===== src/rtl/riscv_pkg.sv =====
// riscv_pkg: shared op codes, instruction encodings and the issue-entry layout.
package riscv_pkg;
  typedef enum logic [1:0] {OP_ADD, OP_SUB, OP_LI, OP_RSV} op_e;
  localparam logic [6:0] OPC_ADD = 7'h03;
  localparam logic [6:0] OPC_SUB = 7'h0B;
  localparam logic [6:0] OPC_LI = 7'h37;
  localparam logic [6:0] SUB_FUNCT7 = 7'h20;
  localparam logic [31:0] NOP_WORD = 32'h0000_0013;
  typedef struct packed {
    logic [31:0] word;
    logic [4:0] rd;
    logic [4:0] rs1;
    logic [4:0] rs2;
    logic uses_src;
  } instr_fields;
  // Reserved ops become a NOP with rd=0 so they never block later readers.
  function automatic instr_fields encode(input op_e op, input logic [4:0] rd, input logic [4:0] rs1,
                                         input logic [4:0] rs2, input logic [11:0] imm);
    instr_fields f;
    f.rd = op == OP_RSV ? 5'd0 : rd;
    f.rs1 = rs1;
    f.rs2 = rs2;
    f.uses_src = op == OP_ADD || op == OP_SUB;
    f.word = op == OP_ADD ? {7'h00, rs2, rs1, 3'h0, rd, OPC_ADD} :
             op == OP_SUB ? {SUB_FUNCT7, rs2, rs1, 3'h0, rd, OPC_SUB} :
             op == OP_LI  ? {imm, 5'd0, 3'h0, rd, OPC_LI} : NOP_WORD;
    return f;
  endfunction
endpackage


===== src/rtl/riscv_issue_fifo.sv =====
// riscv_issue_fifo: synchronous FIFO with occupancy count and flush (flush beats push/pop).
module riscv_issue_fifo #(
  parameter int WIDTH = 8,
  parameter int DEPTH = 4
) (
  input  logic                     i_clk,
  input  logic                     rst_n,
  input  logic                     flush,
  input  logic                     push,
  input  logic                     pop,
  input  logic [WIDTH-1:0]         wdata,
  output logic [WIDTH-1:0]         rdata,
  output logic [$clog2(DEPTH):0]   count,
  output logic                     full,
  output logic                     empty
);
  localparam int AW = $clog2(DEPTH);
  logic [WIDTH-1:0] mem [DEPTH];
  logic [AW-1:0] wptr, rptr;
  logic do_push, do_pop;
  assign full = count == (AW+1)'(DEPTH);
  assign empty = count == '0;
  assign do_push = push && !full && !flush;
  assign do_pop = pop && !empty && !flush;
  assign rdata = mem[rptr];
  always_ff @(posedge i_clk)
    if (do_push) mem[wptr] <= wdata;
  // Pointers are AW bits wide, so they wrap modulo DEPTH on their own.
  always_ff @(posedge i_clk or negedge rst_n)
    if (!rst_n) begin
      wptr <= '0;
      rptr <= '0;
      count <= '0;
    end else if (flush) begin
      wptr <= '0;
      rptr <= '0;
      count <= '0;
    end else begin
      wptr <= wptr + AW'(do_push);
      rptr <= rptr + AW'(do_pop);
      count <= count + (AW+1)'(do_push) - (AW+1)'(do_pop);
    end
endmodule


===== src/rtl/riscv_instr_issuer.sv =====
// riscv_instr_issuer: encodes commands, queues them and issues one word per clock,
// inserting NOPs on an empty queue or a pending read-after-write hazard.
module riscv_instr_issuer
  import riscv_pkg::*;
#(
  parameter int DEPTH = 4,
  parameter int HAZARD_GAP = 2
) (
  input  logic                   i_clk,
  input  logic                   rst_n,
  input  logic                   i_cmd_valid,
  output logic                   o_cmd_ready,
  input  logic [1:0]             i_cmd_op,
  input  logic [4:0]             i_cmd_rd,
  input  logic [4:0]             i_cmd_rs1,
  input  logic [4:0]             i_cmd_rs2,
  input  logic [11:0]            i_cmd_imm,
  input  logic                   i_flush,
  output logic [31:0]            o_instr,
  output logic [31:0]            o_pc,
  output logic [$clog2(DEPTH):0] o_fifo_count,
  output logic                   o_bubble
);
  instr_fields in_f, head;
  logic full, empty, hazard, issue, started;
  logic [HAZARD_GAP-1:0][4:0] sb;
  assign in_f = encode(op_e'(i_cmd_op), i_cmd_rd, i_cmd_rs1, i_cmd_rs2, i_cmd_imm);
  assign o_cmd_ready = !full;
  assign issue = !empty && !hazard && !i_flush;
  riscv_issue_fifo #(.WIDTH($bits(instr_fields)), .DEPTH(DEPTH)) u_fifo (
    .i_clk(i_clk),
    .rst_n(rst_n),
    .flush(i_flush),
    .push(i_cmd_valid),
    .pop(issue),
    .wdata(in_f),
    .rdata(head),
    .count(o_fifo_count),
    .full(full),
    .empty(empty)
  );
  // A zero slot never matches, so x0 sources and NOP slots are ignored.
  always_comb begin
    hazard = 1'b0;
    for (int i = 0; i < HAZARD_GAP; i++)
      hazard = hazard | (head.uses_src && sb[i] != '0 && (sb[i] == head.rs1 || sb[i] == head.rs2));
  end
  always_ff @(posedge i_clk or negedge rst_n)
    if (!rst_n) begin
      o_instr <= NOP_WORD;
      o_bubble <= 1'b1;
      o_pc <= '0;
      started <= 1'b0;
      sb <= '0;
    end else begin
      o_instr <= issue ? head.word : NOP_WORD;
      o_bubble <= !issue;
      o_pc <= started ? o_pc + 32'd4 : o_pc;
      started <= 1'b1;
      for (int i = HAZARD_GAP - 1; i > 0; i--)
        sb[i] <= i_flush ? 5'd0 : sb[i-1];
      sb[0] <= issue ? head.rd : 5'd0;
    end
endmodule


===== config.mk =====
export PLATFORM = sky130hd
export DESIGN_NAME = riscv_instr_issuer
export DESIGN_NICKNAME = d
export VERILOG_FILES = /design/src/rtl/riscv_pkg.sv /design/src/rtl/riscv_issue_fifo.sv /design/src/rtl/riscv_instr_issuer.sv
export SDC_FILE = /design/constraint.sdc
export NUM_CORES = 1
export LEC_CHECK = 0
export ABC_AREA = 0
export BUFFER_PORTS_ARGS = -buffer_cell sky130_fd_sc_hd__buf_4
export CORE_MARGIN = 1.5
export CORE_UTILIZATION = 55
export CTS_CLUSTER_SIZE = 25
export DETAILED_ROUTE_END_ITERATION = 7
export PLACE_DENSITY_LB_ADDON = 0.05
export SLEW_MARGIN = 20
export SYNTH_ARGS = -nofsm -noshare
export SYNTH_HDL_FRONTEND = slang
export SYNTH_HIERARCHICAL = 1
export SYNTH_SLANG_ARGS = --single-unit

===== constraint.sdc =====
create_clock -name i_clk -period 14.9 [get_ports i_clk]
set_input_delay 4.47 -clock i_clk [delete_from_list [all_inputs] [get_ports i_clk]]
set_output_delay 4.47 -clock i_clk [all_outputs]
set_load 0.005 [all_outputs]

Yosys cells after proc, flatten, opt, wreduce, memory -nomap -nowiden

Memories as Yosys holds them, arrays and structs flattened.
Index checks and enable logic that the tools add are counted.
W data, S select, Z words.

Add/subtract/negate cells: 5
Multiply operators: 0
Divide/modulo/power cells: 0
$lt $le $gt $ge: 0
Equality and inequality tests: 8
Shift-type cells: 0
Multiplexer cells: 12
Bitwise gates (word level): 1
Reduce and logical (&&, ||, !) cells: 22

Operator list:

| cell                    | count |
|---|---|
| $mux W32                | 4 |
| $add A32 B3 Y32 const B | 1 |
| $eq A5 B5 Y1            | 4 |
| $mux W5                 | 3 |
| $logic_and A1 B1 Y1     | 10 |
| $reduce_bool A5 Y1      | 2 |
| $logic_not A1 Y1        | 5 |
| $add A2 B1 Y2           | 2 |
| $eq A2 B2 Y1 const B    | 2 |
| $mux W2                 | 2 |
| $add A3 B1 Y3           | 1 |
| $eq A3 B3 Y1 const B    | 1 |
| $logic_not A3 Y1        | 1 |
| $logic_or A1 B1 Y1      | 3 |
| $mux W3                 | 1 |
| $sub A3 B1 Y3           | 1 |
| $eq A2 B1 Y1 const B    | 1 |
| $logic_not A2 Y1        | 1 |
| $mux W1                 | 2 |
| $or A1 B1 Y1            | 1 |

Flip-flop bits (word level): 83
Bits in latches: 0
Memory bits (writable): 192
Memory bits (read-only): 0
Input port bits: 33
Output and inout bits: 69
Word-level logic and storage cells: 58
Memories: 1

Memory list:

| name       | words | width | read ports | clocked after memory_dff | write ports | RTL line               | source |
|---|---|---|---|---|---|---|---|
| u_fifo.mem | 4     | 48    | 1          | 0                        | 1           | riscv_issue_fifo.sv:18 | `logic [WIDTH-1:0] mem [DEPTH];` |

Logic depth before layout (Yosys ltp)

An unclocked memory read counts as a cell.

Depth after elaboration: 12
Gate-level depth with buffers: 15
Depth with buffers taken out: 13

Hierarchy

The synthesis kept the hierarchy.

Modules (own cells, without submodules):

| module             | times used | cells an instance | area an instance (µm²) |
|---|---|---|---|
| riscv_issue_fifo   | 1          | 286               | 7322.0 |
| riscv_instr_issuer | 1          | 277               | 3220.6 |

Worst setup path before layout

OpenSTA, ideal clock, no wires.

Path type: input-to-reg
Start: in i_flush
End: mem u_fifo/mem[1][0] (netlist bit) (enable)
Setup time: 590 ps
Arrival: 9860 ps
Data required time: 14310 ps
Setup slack: 4451 ps
Stages on the path: 3
Cells stage by stage: clkbuf_1 nand2b_1 nor4b_1

Word-level cells in the longest chain between the ends: 4

RTL lines:

| item                          | RTL line                 | source |
|---|---|---|
| from (decl)                   | riscv_instr_issuer.sv:18 | `input logic i_flush,` |
| $logic_not A1 Y1              | riscv_issue_fifo.sv:23   | `assign do_push = push && !full && !flush;` |
| $logic_and A1 B1 Y1           | riscv_issue_fifo.sv:23   |  |
| $mux W1                       | riscv_issue_fifo.sv:27   | `if (do_push) mem[wptr] <= wdata;` |
| $mux W1 (implied by the code) | riscv_issue_fifo.sv:27   |  |
| to (decl)                     | riscv_issue_fifo.sv:18   |  |

No other way between the ends.

Final worst setup path

Start: in i_flush
End: reg u_fifo.count[2]

Word-level cells in the longest chain between the ends: 6
Elaborated cells on any way between the ends: 8

RTL lines:

| item                                                                  | RTL line               | source |
|---|---|---|
| parallel branches: the longest is 5 deep, another holds $add A3 B1 Y3 | -                      |  |
| $mux W3 *                                                             | riscv_issue_fifo.sv:34 | `end else if (flush) begin` |
| to (signal assigned)                                                  | riscv_issue_fifo.sv:41 | `count <= count + (AW+1)'(do_push) - (AW+1)'(do_pop);` |
| to (decl)                                                             | riscv_issue_fifo.sv:13 | `output logic [$clog2(DEPTH):0] count,` |

Every way passes the cells marked *.
A chain may end at the register's enable or synchronous reset.

==> qor.yml <==
status: "complete, no violations"
die_w_um: 141
final.fill_count: 1298
clk_latency_ns: 0.53
drc_errors: 0
worst_slew_pin_slew_ns: 0.927
max_slew_margin: 0.382
grt_usage: 0.200
hold_buffers: 0
num_vias: 5289
row_count: 50
synth_seq_area_share: 0.740
numCtsBuffers: 28
sequentialPowerShare: 0.511
cts_resized: 0
area_growth_pct: 19.0
maxSlewViolCount: 0
start_util: 0.562
final_util: 0.668
ys_types: 41
htree_levels: 1
portBuffers: 99
min-delay-start: "o_pc[31]$_DFFE_PN0P_"
diodes: 0
netlist_instances: 563
skew_ns: 0.0134
drtIter0Drc: 299
startpoint_type: "input port"
maxCapViolations: 0
switching_power_uw: 417
power_mw: 1.80
p_leak_nw: 4.83
place.gp.congestion: 0.833
core-area_sq_mm: 0.0188
antenna_found_initial: 0
routedWlPerCell_um: 20.0
nNetsFinal: 747
finalSetupTns_ns: 0
cts_root_buf: "clkbuf_16"
drt.antenna.violating_nets: 0
r2r_start: "u_fifo/rptr[1]$_DFF_PN0_"
min_period_ns: 6.61
syn_avg_cell_area_sq_um: 18.7
layout_common_cells: "edfxtp_1, buf_4, dfrtp_1, and2_1, mux4_2"
clockPowerShare: 0.363
syn_area_sq_mm: 0.0105
combPwrFrac: 0.126
first_pass_iters: 4
max_freq_mhz: 151
min_to: "o_pc[31]$_DFFE_PN0P_"
grt_setup_unrepaired: "false"
worstSetupEndpointType: "flop"
critical_path_required_ns: 15.31
r2r-end: "u_fifo/count[2]$_DFF_PN0_"
power.density_mw_per_mm2: 144
cts.sinks: 273
synth-seq-cells: 273
vias_per_cell: 5.49
arrival_ns: 7.02
p_sw_frac: 0.231
critPathMaxFanout: 39
postCtsSetupBuffers: 0
hold_path.class: "flop to flop"
dp_hpwl_mm: 11.4
ir_worst_vdd_mv: 0.111
die-height_um: 141
r2r_slack_ns: 10.37
layout_commonest_cell: "edfxtp_1"
internal-power_mw: 1.39
cts_tree: "done"
hold_path_depth: 1
cts.path.max_buffers: 3
yosysWarnings: 6
grt_pass1_vias: 5521
r2r_cells: 14
period_share: 0.444
drive_gt1_frac: 0.292
die_area_sq_mm: 0.0200
critPathKind: "input port to flop"
wirelength_mm: 19.3
hold_violations: 0
multiInputGateArea_sq_mm: 0.00270
path_clk_slew_ns: 0.06
grt_pass1_wl_mm: 30.3
grt_start_max_net_pins: 50
seqCellArea_sq_mm: 0.00780
finalSetupViolations: 0
grt_overflow: 0
ioPinCount: 102
[area by class of cell]
| class | instances | area share |
|---|---|---|
| sequential | 273 | 0.622 |
| multi-input combinational | 287 | 0.215 |
| timing repair buffer | 110 | 0.0674 |
| clock buffer | 42 | 0.0632 |
| tap | 234 | 0.0233 |
| clock inverter | 10 | 0.00628 |
| inverter | 8 | 0.00239 |
[worst max-delay path by stage]
| stage | start | to | slack, ns | depth (start not counted) |
|---|---|---|---|---|
| floorplan | i_flush | u_fifo/mem[1][0]$_DFFE_PP_ | 4.45 | 3 |
| global placement | i_flush | u_fifo/count[2]$_DFF_PN0_ | 7.78 | 11 |
| detailed placement | i_flush | u_fifo/count[2]$_DFF_PN0_ | 7.72 | 11 |
| CTS | i_flush | u_fifo/count[2]$_DFF_PN0_ | 8.25 | 11 |
| global route | i_flush | u_fifo/count[2]$_DFF_PN0_ | 8.12 | 11 |
| finish | i_flush | u_fifo/count[2]$_DFF_PN0_ | 8.29 | 11 |
[state kept, by name, summed over array words and instances (netlist names)]
register / flops
sb: 10
u_fifo/rptr: 2
o_pc: 30
u_fifo/count: 3
o_instr: 32
u_fifo/mem: 192
started: 1
o_bubble: 1
u_fifo/wptr: 2
[metrics by stage]
step | cell area (sq um) | hold slack [ns] | cells | worst slack, ns
final | 12500 | 0.485 | 964 | 8.29
after global routing | 12500 | 0.511 | 964 | 8.12
after CTS | 12500 | 0.491 | 963 | 8.25
after detailed placement | 11600 | 0.479 | 911 | 7.72
after global placement | 11600 | 0.462 | 911 | 7.78
after floorplan | 10600 | 0.468 | 588 | 4.45
[kinds of logic after synthesis]
family / count (synthesis) / share of synthesized area
simple gates: 142 / 0.0798
mux: 49 / 0.104
buf+inv: 28 / 0.0157
fa+ha+maj: 6 / 0.00783
flops: 273 / 0.740
other cells: 2 / 0.000712
compound gates: 11 / 0.00831
xor+xnor: 52 / 0.0445
[worst max-delay path: stages]
cell,delay (ns)
buf_4,0.16
nor2_1,0.10
o221a_2,0.76
nor3b_1,0.37
ha_1,0.29
inv_1,0.05
ha_1,0.13
inv_1,0.05
fa_1,0.38
xnor3_1,0.20
nor2_1,0.04
[cell usage after synthesis, drive strengths merged]
master	number	area (sq um)
buf	16	119
nand3	11	55.1
mux2	1	11.3
and4	3	26.3
a22o	5	43.8
fa	1	20.0
nor3b	2	20.0
nand2b	4	25.0
o221a	1	11.3
xnor3	1	22.5
nor4b	2	17.5
mux4	48	1080
xnor2	24	210
or4	2	15.0
or2	1	6.26
nand4	8	62.6
inv	8	30.0
nor2	16	60.1
nand2	10	37.5
xor2	27	236
conb	2	7.51
o21ai	2	10.0
clkbuf	4	16.3
and3	5	31.3
dfrtp	77	1930
a21o	1	7.51
edfxtp	192	5770
and2	51	319
nor4	2	12.5
a22oi	2	15.0
ha	5	62.6
nor2b	14	87.6
dfstp	4	105
nor3	11	65.1
[power by group through the flow]
stage / Clock (mW) / Sequential [mW] / Combinational (mW)
6_report: 0.654 / 0.921 / 0.228
5_1_grt: 0.701 / 0.929 / 0.251
4_1_cts: 0.669 / 0.927 / 0.226
3_5_place_dp: 0 / 0.942 / 0.225
3_3_place_gp: 0 / 0.939 / 0.221
2_1_floorplan: 0 / 0.932 / 0.134
[per-layer routing]
metal / track usage / routed length, um / up-vias
met1: 0.274 / 8290 / 2721
met3: 0.0300 / 879 / 30
met5: 0 / 0 / -
met2: 0.342 / 9830 / 145
li1: - / - / 2393
met4: 0.0510 / 301 / 0
(Power assumes the default switching activity.)
